$ cat src/rtl/fb_arbiter.sv
// ---------------------------------------------------------------------------
// fb_arbiter
//
// Shares the single-port 320x240, 2-bit framebuffer RAM between the game
// logic (read/write) and the VGA scanout reader (read-only). At most one RAM
// access is issued per clock. VGA normally wins. A starvation counter forces
// a game grant after GAME_MAX_WAIT consecutive denials.
//
// Optional feature macro: FB_CLEAR_EN
//   Defined   : clear_req starts a hardware clear that writes 0 to every
//               framebuffer word. During the clear, VGA reads return black.
//   Undefined : clear_req is ignored and clear_busy is tied to 0.
//
// Ports
//   clock, reset_n          system clock, synchronous active-low reset
//   vga_req/addr            scanout read request and address
//   vga_ack                 combinational grant to scanout
//   vga_rdata/rvalid        scanout read return
//   gm_req/we/addr/wdata    game access request
//   gm_ack                  combinational grant to game
//   gm_rdata/rvalid         game read return
//   clear_req, clear_busy   framebuffer clear control/status
//   ram_address             registered RAM address
//   ram_read_data           RAM read data
//   ram_write_enabled       registered RAM write strobe
//   ram_write_data          registered RAM write data
// ---------------------------------------------------------------------------
module fb_arbiter #(
    parameter int ADDR_W        = 19,
    parameter int DATA_W        = 2,
    parameter int FB_WORDS      = 76800,
    parameter int RAM_RD_LAT    = 1,
    parameter int GAME_MAX_WAIT = 3
) (
    input  logic              clock,
    input  logic              reset_n,
    input  logic              vga_req,
    input  logic [ADDR_W-1:0] vga_addr,
    output logic              vga_ack,
    output logic [DATA_W-1:0] vga_rdata,
    output logic              vga_rvalid,
    input  logic              gm_req,
    input  logic              gm_we,
    input  logic [ADDR_W-1:0] gm_addr,
    input  logic [DATA_W-1:0] gm_wdata,
    output logic              gm_ack,
    output logic [DATA_W-1:0] gm_rdata,
    output logic              gm_rvalid,
    input  logic              clear_req,
    output logic              clear_busy,
    output logic [ADDR_W-1:0] ram_address,
    input  logic [DATA_W-1:0] ram_read_data,
    output logic              ram_write_enabled,
    output logic [DATA_W-1:0] ram_write_data
);

    localparam int WAIT_W = (GAME_MAX_WAIT < 1) ? 1 : $clog2(GAME_MAX_WAIT + 1);

    logic [WAIT_W-1:0]   r_waitCnt;
    logic [RAM_RD_LAT:0] r_tagValid;
    logic [RAM_RD_LAT:0] r_tagVga;
    logic                w_clearing;

`ifdef FB_CLEAR_EN
    typedef enum logic {
        ST_RUN   = 1'b0,
        ST_CLEAR = 1'b1
    } state_t;

    state_t              r_state;
    logic [ADDR_W-1:0]   r_clrAddr;
    // Marks VGA reads acked during a clear; their data is forced to black.
    logic [RAM_RD_LAT:0] r_tagBlack;

    assign w_clearing = (r_state == ST_CLEAR);
    assign vga_rdata  = r_tagBlack[RAM_RD_LAT] ? '0 : ram_read_data;
`else
    logic w_unused_cfg;

    assign w_clearing   = 1'b0;
    assign clear_busy   = 1'b0;
    assign vga_rdata    = ram_read_data;
    assign w_unused_cfg = clear_req | (FB_WORDS == 0);
`endif

    assign gm_rdata   = ram_read_data;
    assign vga_rvalid = r_tagValid[RAM_RD_LAT] &  r_tagVga[RAM_RD_LAT];
    assign gm_rvalid  = r_tagValid[RAM_RD_LAT] & ~r_tagVga[RAM_RD_LAT];

    // Grants are gated by reset so no requester consumes a request whose
    // access is about to be flushed.
    always_comb begin
        vga_ack = 1'b0;
        gm_ack  = 1'b0;
        if (reset_n) begin
            if (w_clearing) begin
                vga_ack = vga_req;
            end else if (vga_req && gm_req) begin
                if (r_waitCnt == WAIT_W'(GAME_MAX_WAIT)) begin
                    gm_ack = 1'b1;
                end else begin
                    vga_ack = 1'b1;
                end
            end else begin
                vga_ack = vga_req;
                gm_ack  = gm_req;
            end
        end
    end

    // RAM command register, starvation counter, read-return tag pipe and
    // clear sequencer. Tag stage 0 lines up with the RAM command cycle; the
    // last stage lines up with valid ram_read_data.
    always_ff @(posedge clock) begin
        if (!reset_n) begin
            r_waitCnt         <= '0;
            r_tagValid        <= '0;
            r_tagVga          <= '0;
            ram_address       <= '0;
            ram_write_enabled <= 1'b0;
            ram_write_data    <= '0;
`ifdef FB_CLEAR_EN
            r_state           <= ST_RUN;
            r_clrAddr         <= '0;
            r_tagBlack        <= '0;
            clear_busy        <= 1'b0;
`endif
        end else begin
            for (int i = RAM_RD_LAT; i > 0; i--) begin
                r_tagValid[i] <= r_tagValid[i-1];
                r_tagVga[i]   <= r_tagVga[i-1];
`ifdef FB_CLEAR_EN
                r_tagBlack[i] <= r_tagBlack[i-1];
`endif
            end
            r_tagValid[0]     <= vga_ack | (gm_ack & ~gm_we);
            r_tagVga[0]       <= vga_ack;
            ram_write_enabled <= 1'b0;
`ifdef FB_CLEAR_EN
            r_tagBlack[0]     <= w_clearing;
            if (w_clearing) begin
                ram_address       <= r_clrAddr;
                ram_write_enabled <= 1'b1;
                ram_write_data    <= '0;
                if (r_clrAddr == ADDR_W'(FB_WORDS - 1)) begin
                    r_state    <= ST_RUN;
                    clear_busy <= 1'b0;
                    r_clrAddr  <= '0;
                end else begin
                    r_clrAddr <= r_clrAddr + 1'b1;
                end
            end else
`endif
            begin
                if (gm_ack) begin
                    ram_address       <= gm_addr;
                    ram_write_enabled <= gm_we;
                    ram_write_data    <= gm_we ? gm_wdata : '0;
                end else if (vga_ack) begin
                    ram_address    <= vga_addr;
                    ram_write_data <= '0;
                end
                if (gm_req && !gm_ack) begin
                    if (r_waitCnt != WAIT_W'(GAME_MAX_WAIT)) begin
                        r_waitCnt <= r_waitCnt + 1'b1;
                    end
                end else begin
                    r_waitCnt <= '0;
                end
`ifdef FB_CLEAR_EN
                if (clear_req) begin
                    r_state    <= ST_CLEAR;
                    clear_busy <= 1'b1;
                    r_clrAddr  <= '0;
                end
`endif
            end
        end
    end

endmodule

$ cat config.mk
export PLATFORM = sky130hd
export DESIGN_NAME = fb_arbiter
export DESIGN_NICKNAME = d
export VERILOG_FILES = /design/src/rtl/fb_arbiter.sv
export SDC_FILE = /design/constraint.sdc
export NUM_CORES = 1
export LEC_CHECK = 0
export ABC_AREA = 0
export BUFFER_PORTS_ARGS = -buffer_cell sky130_fd_sc_hd__buf_2
export CORE_MARGIN = 2
export CORE_UTILIZATION = 38
export CTS_CLUSTER_DIAMETER = 120
export DETAILED_ROUTE_END_ITERATION = 8
export GPL_TIMING_DRIVEN = 0
export PLACE_DENSITY = 0.74
export SLEW_MARGIN = 20
export SYNTH_ARGS = -nofsm -noshare
export SYNTH_HDL_FRONTEND = slang
export SYNTH_SLANG_ARGS = --single-unit
$ cat constraint.sdc
create_clock -name clock -period 1.31 [get_ports clock]
set_input_delay 0.131 -clock clock [delete_from_list [all_inputs] [get_ports clock]]
set_output_delay 0.131 -clock clock [all_outputs]
set_load 0.01 [all_outputs]
**Word level (Yosys, flattened, before mapping)**

Cells that the tools add are included.
W data, S select, Z words.

- Logic and storage cells: 32
- Bits of input ports: 48
- Flip-flop bits (word level): 28
- Output and inout port bits: 31

- Multiplexer cells: 11
- Reduce and logical (&&, ||, !) cells: 6
- Equal/unequal tests: 2
- Add/subtract/negate cells: 1
- Bitwise logic cells: 6

Operators by type and width:

| cell | count |
|---|---|
| $mux W19 | 2 |
| $mux W1 | 6 |
| $mux W2 | 3 |
| $reduce_and A2 Y1 | 2 |
| $and A1 B1 Y1 | 3 |
| $add A2 B1 Y2 const B | 1 |
| $eq A2 B2 Y1 const B | 1 |
| $logic_and A1 B1 Y1 | 2 |
| $ne A2 B2 Y1 const B | 1 |
| $not A1 Y1 | 2 |
| $reduce_bool A2 Y1 | 1 |
| $logic_not A1 Y1 | 1 |
| $or A1 B1 Y1 | 1 |

**Longest topological paths before layout**

Gate-level depths: netlist of run 1.

- Depth in word-level cells: 7
- Mapped depth: 5
- Gate-level depth less buffers: 3

**Least setup slack after synthesis of run 1**

No wires, ideal clock.

- Path type: register -> register
- From: register r_waitCnt[0]
- To: register ram_write_data[0]
- Clock period less this slack: 1.301 ns
- Setup time: 0.116 ns
- Buffers on the path: 1
- Stages on the path, launching flop included: 5
- Path slack: 0.009 ns
- Data required time: 1.194 ns
- Arrival: 1.185 ns
- Path through: dfxtp_1 > ha_1 > o211a_4 > buf_6 > a31o_2

- Longest elaborated chain between the ends: 5
- Elaborated cells between the ends (all ways): 9
- Those cells by class: eq/ne: 1; mux: 7; reduce/logical: 1

RTL lines:

| element | RTL line | RTL |
|---|---|---|
| start, declared | 59 | `logic [WAIT_W-1:0] r_waitCnt;` |
| start signal, assigned | 165 | `r_waitCnt <= r_waitCnt + 1'b1;` |
| $eq A2 B2 Y1 (*) | 99 | `if (r_waitCnt == WAIT_W'(GAME_MAX_WAIT)) begin` |
| $mux W1 (*) | 99 |  |
| $mux W1 (*) | 98 | `end else if (vga_req && gm_req) begin` |
| $mux W1 (*) | 95 | `if (reset_n) begin` |
| net gm_ack | 46 | `output logic gm_ack,` |
| $mux W2 or $reduce_bool A2 Y1 (tied branches) | n/a |  |
| end signal, assigned | 158 | `ram_write_data <= gm_we ? gm_wdata : '0;` |
| end, declared | 54 | `output logic [DATA_W-1:0] ram_write_data` |

The timed path passes the listed nets; every way through them passes the cells marked *.
A chain may end at the register's enable or synchronous reset.

**Worst setup path in the final report of run 1**

- From: register r_waitCnt[0]
- To: output port gm_ack

- Longest elaborated chain between the ends: 4

RTL lines:

| element | RTL line |
|---|---|
| $eq A2 B2 Y1 | 99 |
| $mux W1 | 99 |
| $mux W1 | 98 |
| $mux W1 | 95 |
| end, declared | 46 |

No other way between the ends.

==> summary.md, run 1 <==
| Metric | Value |
|---|---|
| Setup crit start kind | `flop` |
| Core area | `3340 um2` |
| Clk buf depth | `2` |
| CTS tree | `done` |
| Vias in the first global route | `1441` |
| IO Pins | `79` |
| Yosys top cell by area | `dfxtp_1` |
| Die X | `63.1 um` |
| R2R depth | `5` |
| RSZ-0062 raised after global routing | `yes` |
| Tmin final | `1450 ps` |
| Post-synth EDFFs | `0` |
| CTS sink cnt | `28` |
| Antenna viol nets, final | `0` |
| Final HPWL DP | `2.67 mm` |
| Status | `finished with violations` |
| Total iterations of the first detailed-routing run | `5` |
| Net count, final | `279` |
| PD cells | `868 nW/um2` |
| Layout area overhead | `58.2%` |
| Cts hold-fix bufs | `0` |
| # rows | `21` |
| Via count | `1487` |
| Cells after Synth | `149` |
| Global-route wire length before repair | `6.32 mm` |
| # port buffers | `72` |
| Post-synth ARST share | `0%` |
| Maxcap violations | `0` |
| Die Area | `3980 um2` |
| Share of cells above drive strength 1 | `53.7%` |
| Starting Density | `39.7%` |
| Max-slew violation count | `0` |
| WS Path Type | `flop to primary output` |
| Pleak | `0.932 nW` |
| CP bufs+invs | `2` |
| Iteration-0 DRC Markers | `104` |
| H-tree levels | `1` |
| DR WL/cell | `14.6 um` |
| Antenna violations before repair | `0` |
| Flops & latches, synth | `28` |
| Flop2flop setup slack | `-130 ps` |
| Setup TNS | `-1380 ps` |
| Worst-margin pin slew | `889 ps` |
| Mapped Area | `1330 um2` |
| Synth unique cells | `26` |
| Detailed-route DRC error count | `0` |
| Placer Congestion | `0.727` |
| Die height | `63.1 um` |
| CP required | `1180 ps` |
| Post-synthesis sequential area ratio | `42.3%` |
| Synth Net Count | `198` |
| CP Data Arrival Time | `1320 ps` |
| Post-synth top area share | `42.3%` |
| Final Hold Vio Count | `0` |
| Hold WS | `14.8 ps` |
| Main synth FF type | `dfxtp_1` |
| Crit end category | `primary output` |
| Slew HR | `40.7%` |
| Hold Path End | `ram_write_data[1]$_SDFFE_PN0P_` |
| CP dominant cell by count | `buf_6` |
| Synth top cells by count | `nand2_1, dfxtp_1, o2111ai_1` |
| GR Overflow Total | `0` |
| Launching point of the worst reg2reg path | `r_waitCnt[0]$_SDFFE_PN0P_` |
| Synth area leaders | `dfxtp_1, o2111ai_1, nand2_1` |
| Number of diodes | `0` |
| Largest net degree at the start of global routing | `16` |
| CTS root buffer | `clkbuf_4` |
| Aggregate routed wire length | `4.01 mm` |
| Drt via density | `5.41` |
| Yosys warns | `0` |
| Finish-stage setup viols | `19` |
| Fmax | `690 MHz` |
| Synth Area per Inst | `8.90 um2` |
| Clock transition at path regs | `150 ps` |
| CP cell instances | `ha_4 -> o211a_4 -> buf_6 -> buf_6` |
| Setup Skew | `3.88 ps` |
| Cells on Worst Hold Path | `2` |
| Worst-Skew Late Latency | `330 ps` |
| Worst Path Max Fanout | `3` |
| Overall Global Routing Usage | `19.5%` |
| Final worst-path cycle share | `111%` |
| Hold Path Class | `input port to flop` |
| Failing checks | `setup timing` |
| Worst setup margin | `-139 ps` |
| R2r endpoint | `ram_address[3]$_SDFFE_PN0P_` |
| Worst VDD drop | `366 uV` |
| Worst path slowest cell | `dfxtp_2` |
| Delay-heaviest family, CP | `flip-flops` |
| Hold path start | `gm_wdata[1]` |
| Most numerous cell in the Yosys netlist | `nand2_1` |
| Crit path largest cell delay | `360 ps` |
| CTS buffer count | `3` |
timing repair:
item	in CTS	in global routing
resized for setup	20	25
pin swaps	14	1
gates cloned	0	0
setup buffers	5	0
endpoints found under the setup margin	25	25
metal layers:
layer	share of wire [%]	GRT usage [%]
met5	0	0
met2	49	34.2
met3	6.9	3.04
met4	0.92	5.83
met1	44	24.4
per-stage QoR:
| stage | total power [mW] | setup slack, ps | utilization (%) | std cells | area, um2 |
|---|---|---|---|---|---|
| 6_report | 1.82 | -139 | 62.9 | 275 | 2100 |
| 5_1_grt | 1.91 | -196 | 62.9 | 275 | 2100 |
| 4_1_cts | 1.75 | -140 | 57.1 | 275 | 1910 |
| 3_5_place_dp | 1.30 | -133 | 52.3 | 267 | 1740 |
| 3_3_place_gp | 1.30 | -115 | 52.3 | 267 | 1740 |
| 2_1_floorplan | 1.14 | 8.87 | - | 149 | 1330 |
power by group:
group / switching [mW] / internal, mW
Sequential: 0.0288 / 0.914
Combinational: 0.227 / 0.214
Clock: 0.267 / 0.170
Total: 0.523 / 1.30
worst register-to-register path, delay by kind of cell, from the launching register on:
kind | cells | cell delay (ps)
adders and majority gates | 1 | 170
DFF | 1 | 360
buffers and inverters | 2 | 330
AOI/OAI and AO/OA | 2 | 490
flip-flops by register name, summed over array words and instances, names as in the netlist:
name,flops
r_tagVga,2
ram_write_data,2
ram_address,19
ram_write_enabled,1
r_waitCnt,2
r_tagValid,2
final cells by class:
type	instances	area, um2
Buffer	21	141
Clock buffer	4	36.3
Fill cell	311	1240
Inverter	2	7.51
Multi-Input combinational cell	97	882
Sequential cell	28	563
Tap cell	46	57.6
Timing Repair Buffer	77	410
placed cells by master (no fill, tap or decap), drive strengths merged, types with 2 or more instances in the layout:
cell type,count
buf,90
nand2,39
dfxtp,28
o2111ai,19
o311ai,19
clkbuf,12
and2,4
and3,2
inv,2
a21oi,2
nor3b,2
a31o,2
worst max-delay path by stage:
stage / endpoint / slack, ps / cells after the start / from
final: gm_ack / -140 / 4 / r_waitCnt[0]$_SDFFE_PN0P_
after global placement: vga_ack / -110 / 4 / r_waitCnt[0]$_SDFFE_PN0P_
after global routing: gm_ack / -200 / 4 / r_waitCnt[1]$_SDFFE_PN0P_
after floorplan: ram_write_data[0]$_SDFFE_PN0P_ / 9 / 4 / r_waitCnt[0]$_SDFFE_PN0P_
after CTS: gm_ack / -140 / 4 / r_waitCnt[0]$_SDFFE_PN0P_
after detailed placement: ram_address[14]$_SDFFE_PN0P_ / -130 / 4 / r_waitCnt[0]$_SDFFE_PN0P_
cells by family (layout without fill, tap and decap cells):
| group | after synthesis | after routing | synth area share [%] |
|---|---|---|---|
| AOI/OAI and AO/OA | 44 | 44 | 29.1 |
| other | 1 | 1 | 0.283 |
| adders and majority gates | 1 | 1 | 0.943 |
| buffers and inverters | 24 | 104 | 10.1 |
| and+or+nand+nor | 51 | 51 | 17.4 |
| DFF | 28 | 28 | 42.3 |
(Power assumes the default switching activity.)
==> run 2, diff against run 1 <==
PLACE_DENSITY = 0.76   (was 0.74)
RECOVER_POWER = 100   (was default)
==> summary.md, run 2 (synthesis gave the netlist of run 1 again) <==
| Metric | Value |
|---|---|
| Delay-heaviest family, CP | `flip-flops (unchanged)` |
| Final Hold Vio Count | `0 (unchanged)` |
| Crit path largest cell delay | `360 ps (about the same)` |
| Share of cells above drive strength 1 | `52.8% (was 53.7%)` |
| Clk network pwr share | `29.0% (was 24.0%)` |
| CP required | `1180 ps (about the same)` |
| Aggregate routed wire length | `4.35 mm (was 4.01 mm)` |
| Global-route wire length before repair | `6.31 mm (was 6.32 mm)` |
| Worst-margin pin slew | `842 ps (was 889 ps)` |
| Overall Global Routing Usage | `19.4% (was 19.5%)` |
| Die X | `63.1 um (unchanged)` |
| Placer Congestion | `0.810 (was 0.727)` |
| Iteration-0 DRC Markers | `99 (was 104)` |
| Pint | `1.44 mW (was 1.30 mW)` |
| CP bufs+invs | `2 (unchanged)` |
| Clk buf depth | `2 (unchanged)` |
| Design Area, Final | `2150 um2 (was 2100 um2)` |
| Worst setup margin | `-136 ps (was -139 ps)` |
| CP cell instances | `ha_4 -> o211a_4 -> buf_6 -> buf_6 (unchanged)` |
| Worst VDD drop | `454 uV (was 366 uV)` |
| Die height | `63.1 um (unchanged)` |
| Total iterations of the first detailed-routing run | `4 (was 5)` |
| Hold Path Class | `input port to flop (unchanged)` |
| Status | `finished with violations (unchanged)` |
| Worst Path Max Fanout | `3 (unchanged)` |
| Placed cells | `267 (unchanged)` |
| Starting Density | `39.7% (unchanged)` |
| Maxcap violations | `0 (unchanged)` |
| Fmax | `691 MHz (was 690 MHz)` |
| Max-slew violation count | `0 (unchanged)` |
| RSZ-0062 raised after global routing | `yes (unchanged)` |
| Tmin final | `1450 ps (about the same)` |
| Clock transition at path regs | `150 ps (about the same)` |
| # port buffers | `72 (unchanged)` |
| Total net switching power | `0.523 mW (about the same)` |
| PD cells | `911 nW/um2 (was 868 nW/um2)` |
| CP dominant cell by count | `buf_6 (unchanged)` |
| Reg with most FFs | `ram_address (unchanged)` |
| CTS buffer count | `3 (unchanged)` |
| Worst path slowest cell | `dfxtp_2 (unchanged)` |
| Via count | `1512 (was 1487)` |
| CTS sink cnt | `28 (unchanged)` |
| Setup crit start kind | `flop (unchanged)` |
| Core area | `3340 um2 (unchanged)` |
| # rows | `21 (unchanged)` |
| Slew HR | `43.9% (was 40.7%)` |
| Number of diodes | `0 (unchanged)` |
| Cts hold-fix bufs | `0 (unchanged)` |
| H-tree levels | `1 (unchanged)` |
| Vias in the first global route | `1367 (was 1441)` |
| GR Overflow Total | `0 (unchanged)` |
| Crit end category | `primary output (unchanged)` |
| Pleak | `0.947 nW (was 0.932 nW)` |
| Comb pwr share | `22.9% (was 24.2%)` |
| Most common cell after layout, fill and taps aside | `buf_2 (unchanged)` |
| Finish-stage setup viols | `22 (was 19)` |
| IO Pins | `79 (unchanged)` |
| Antenna viol nets, final | `0 (unchanged)` |
| Die Area | `3980 um2 (unchanged)` |
| CTS root buffer | `clkbuf_4 (unchanged)` |
| WS Path Type | `flop to primary output (unchanged)` |
| Post-route insts no fill | `279 (was 275)` |
| Register share of total power | `48.1% (was 51.8%)` |
| Hold WS | `29.5 ps (was 14.8 ps)` |
| CP Data Arrival Time | `1320 ps (about the same)` |
| Total power | `1.96 mW (was 1.82 mW)` |
| Failing checks | `setup timing (unchanged)` |
| Drt via density | `5.42 (was 5.41)` |
| CTS tree | `done (unchanged)` |
| Final HPWL DP | `2.68 mm (was 2.67 mm)` |
| Post-place instance area | `1740 um2 (unchanged)` |
| Setup Skew | `1.47 ps (was 3.88 ps)` |
| Antenna violations before repair | `0 (unchanged)` |
| Switching share of power | `26.6% (was 28.7%)` |
| Max reg flops | `19 (unchanged)` |
| Net count, final | `283 (was 279)` |
| Largest net degree at the start of global routing | `17 (was 16)` |
| Layout area overhead | `62.5% (was 58.2%)` |
| Final worst-path cycle share | `110% (was 111%)` |
| DR WL/cell | `15.6 um (was 14.6 um)` |
| Most frequent cells in the layout | `buf_2, nand2_1, dfxtp_1, clkbuf_1, o2111ai_1 (was buf_2, nand2_1, dfxtp_1, o2111ai_1, buf_4)` |
| Pre-CTS setup slack | `-120 ps (was -133 ps)` |
| Detailed-route DRC error count | `0 (unchanged)` |
| Worst-Skew Late Latency | `330 ps (about the same)` |
run 2: cell types whose count changed in the layout (fill, tap and decap cells not counted), moves of 3 or more:
cell / previous run / this run
clkbuf_1: 7 / 12
buf_2: 75 / 71
o2111ai_1: 16 / 12
o2111ai_2: 3 / 7
o311ai_1: 2 / 6
o311ai_4: 8 / 5
run 2: final timing paths:
kind                            slack (ps)  cells past startpoint                              to                 startpoint
worst max-delay path                  -140                      4                          gm_ack  r_waitCnt[0]$_SDFFE_PN0P_
worst min-delay path                    30                      2  ram_write_data[1]$_SDFFE_PN0P_                gm_wdata[1]
worst max register to register        -120                      6  ram_write_data[0]$_SDFFE_PN0P_  r_waitCnt[0]$_SDFFE_PN0P_
worst min register to register         450                      1       r_waitCnt[0]$_SDFFE_PN0P_  r_waitCnt[0]$_SDFFE_PN0P_
run 2: layer usage:
layer,vias to the layer above,routed length (um),GRT usage [%]
met4,0,55,4.44
li1,723,-,-
met3,8,261,3.39
met2,69,2250,33.5
met5,-,0,0
met1,712,1790,25.0
run 2: final cells by class:
type	count	area, um2
well taps	46	57.6
inverters	2	7.51
plain buffers	21	138
clock inverters	1	30.0
flip-flops and latches	28	563
repair buffers	81	478
fillers	299	1180
multi-input cells	97	858
clock buffers	3	22.5
run 2: stage by stage:
step	utilization (%)	setup TNS, ps
after floorplan	-	0
after global placement	52.3	-1310
after detailed placement	52.3	-1750
after CTS	57.9	-1000
after global routing	64.6	-2480
final	64.6	-1790
run 2: power by group through the flow:
stage | logic, mW | clock network, mW | registers [mW]
3_3_place_gp | 0.340 | 0 | 0.958
5_1_grt | 0.481 | 0.604 | 0.951
3_5_place_dp | 0.343 | 0 | 0.959
6_report | 0.449 | 0.569 | 0.944
4_1_cts | 0.381 | 0.578 | 0.942
2_1_floorplan | 0.155 | 0 | 0.984
run 2: timing repair:
| item | 4_1_cts | 5_1_grt |
|---|---|---|
| setup buffers | 4 | 3 |
| resized for setup | 21 | 25 |
| cloned | 0 | 2 |
| setup endpoints to repair | 25 | 22 |
| pin swaps | 13 | 6 |
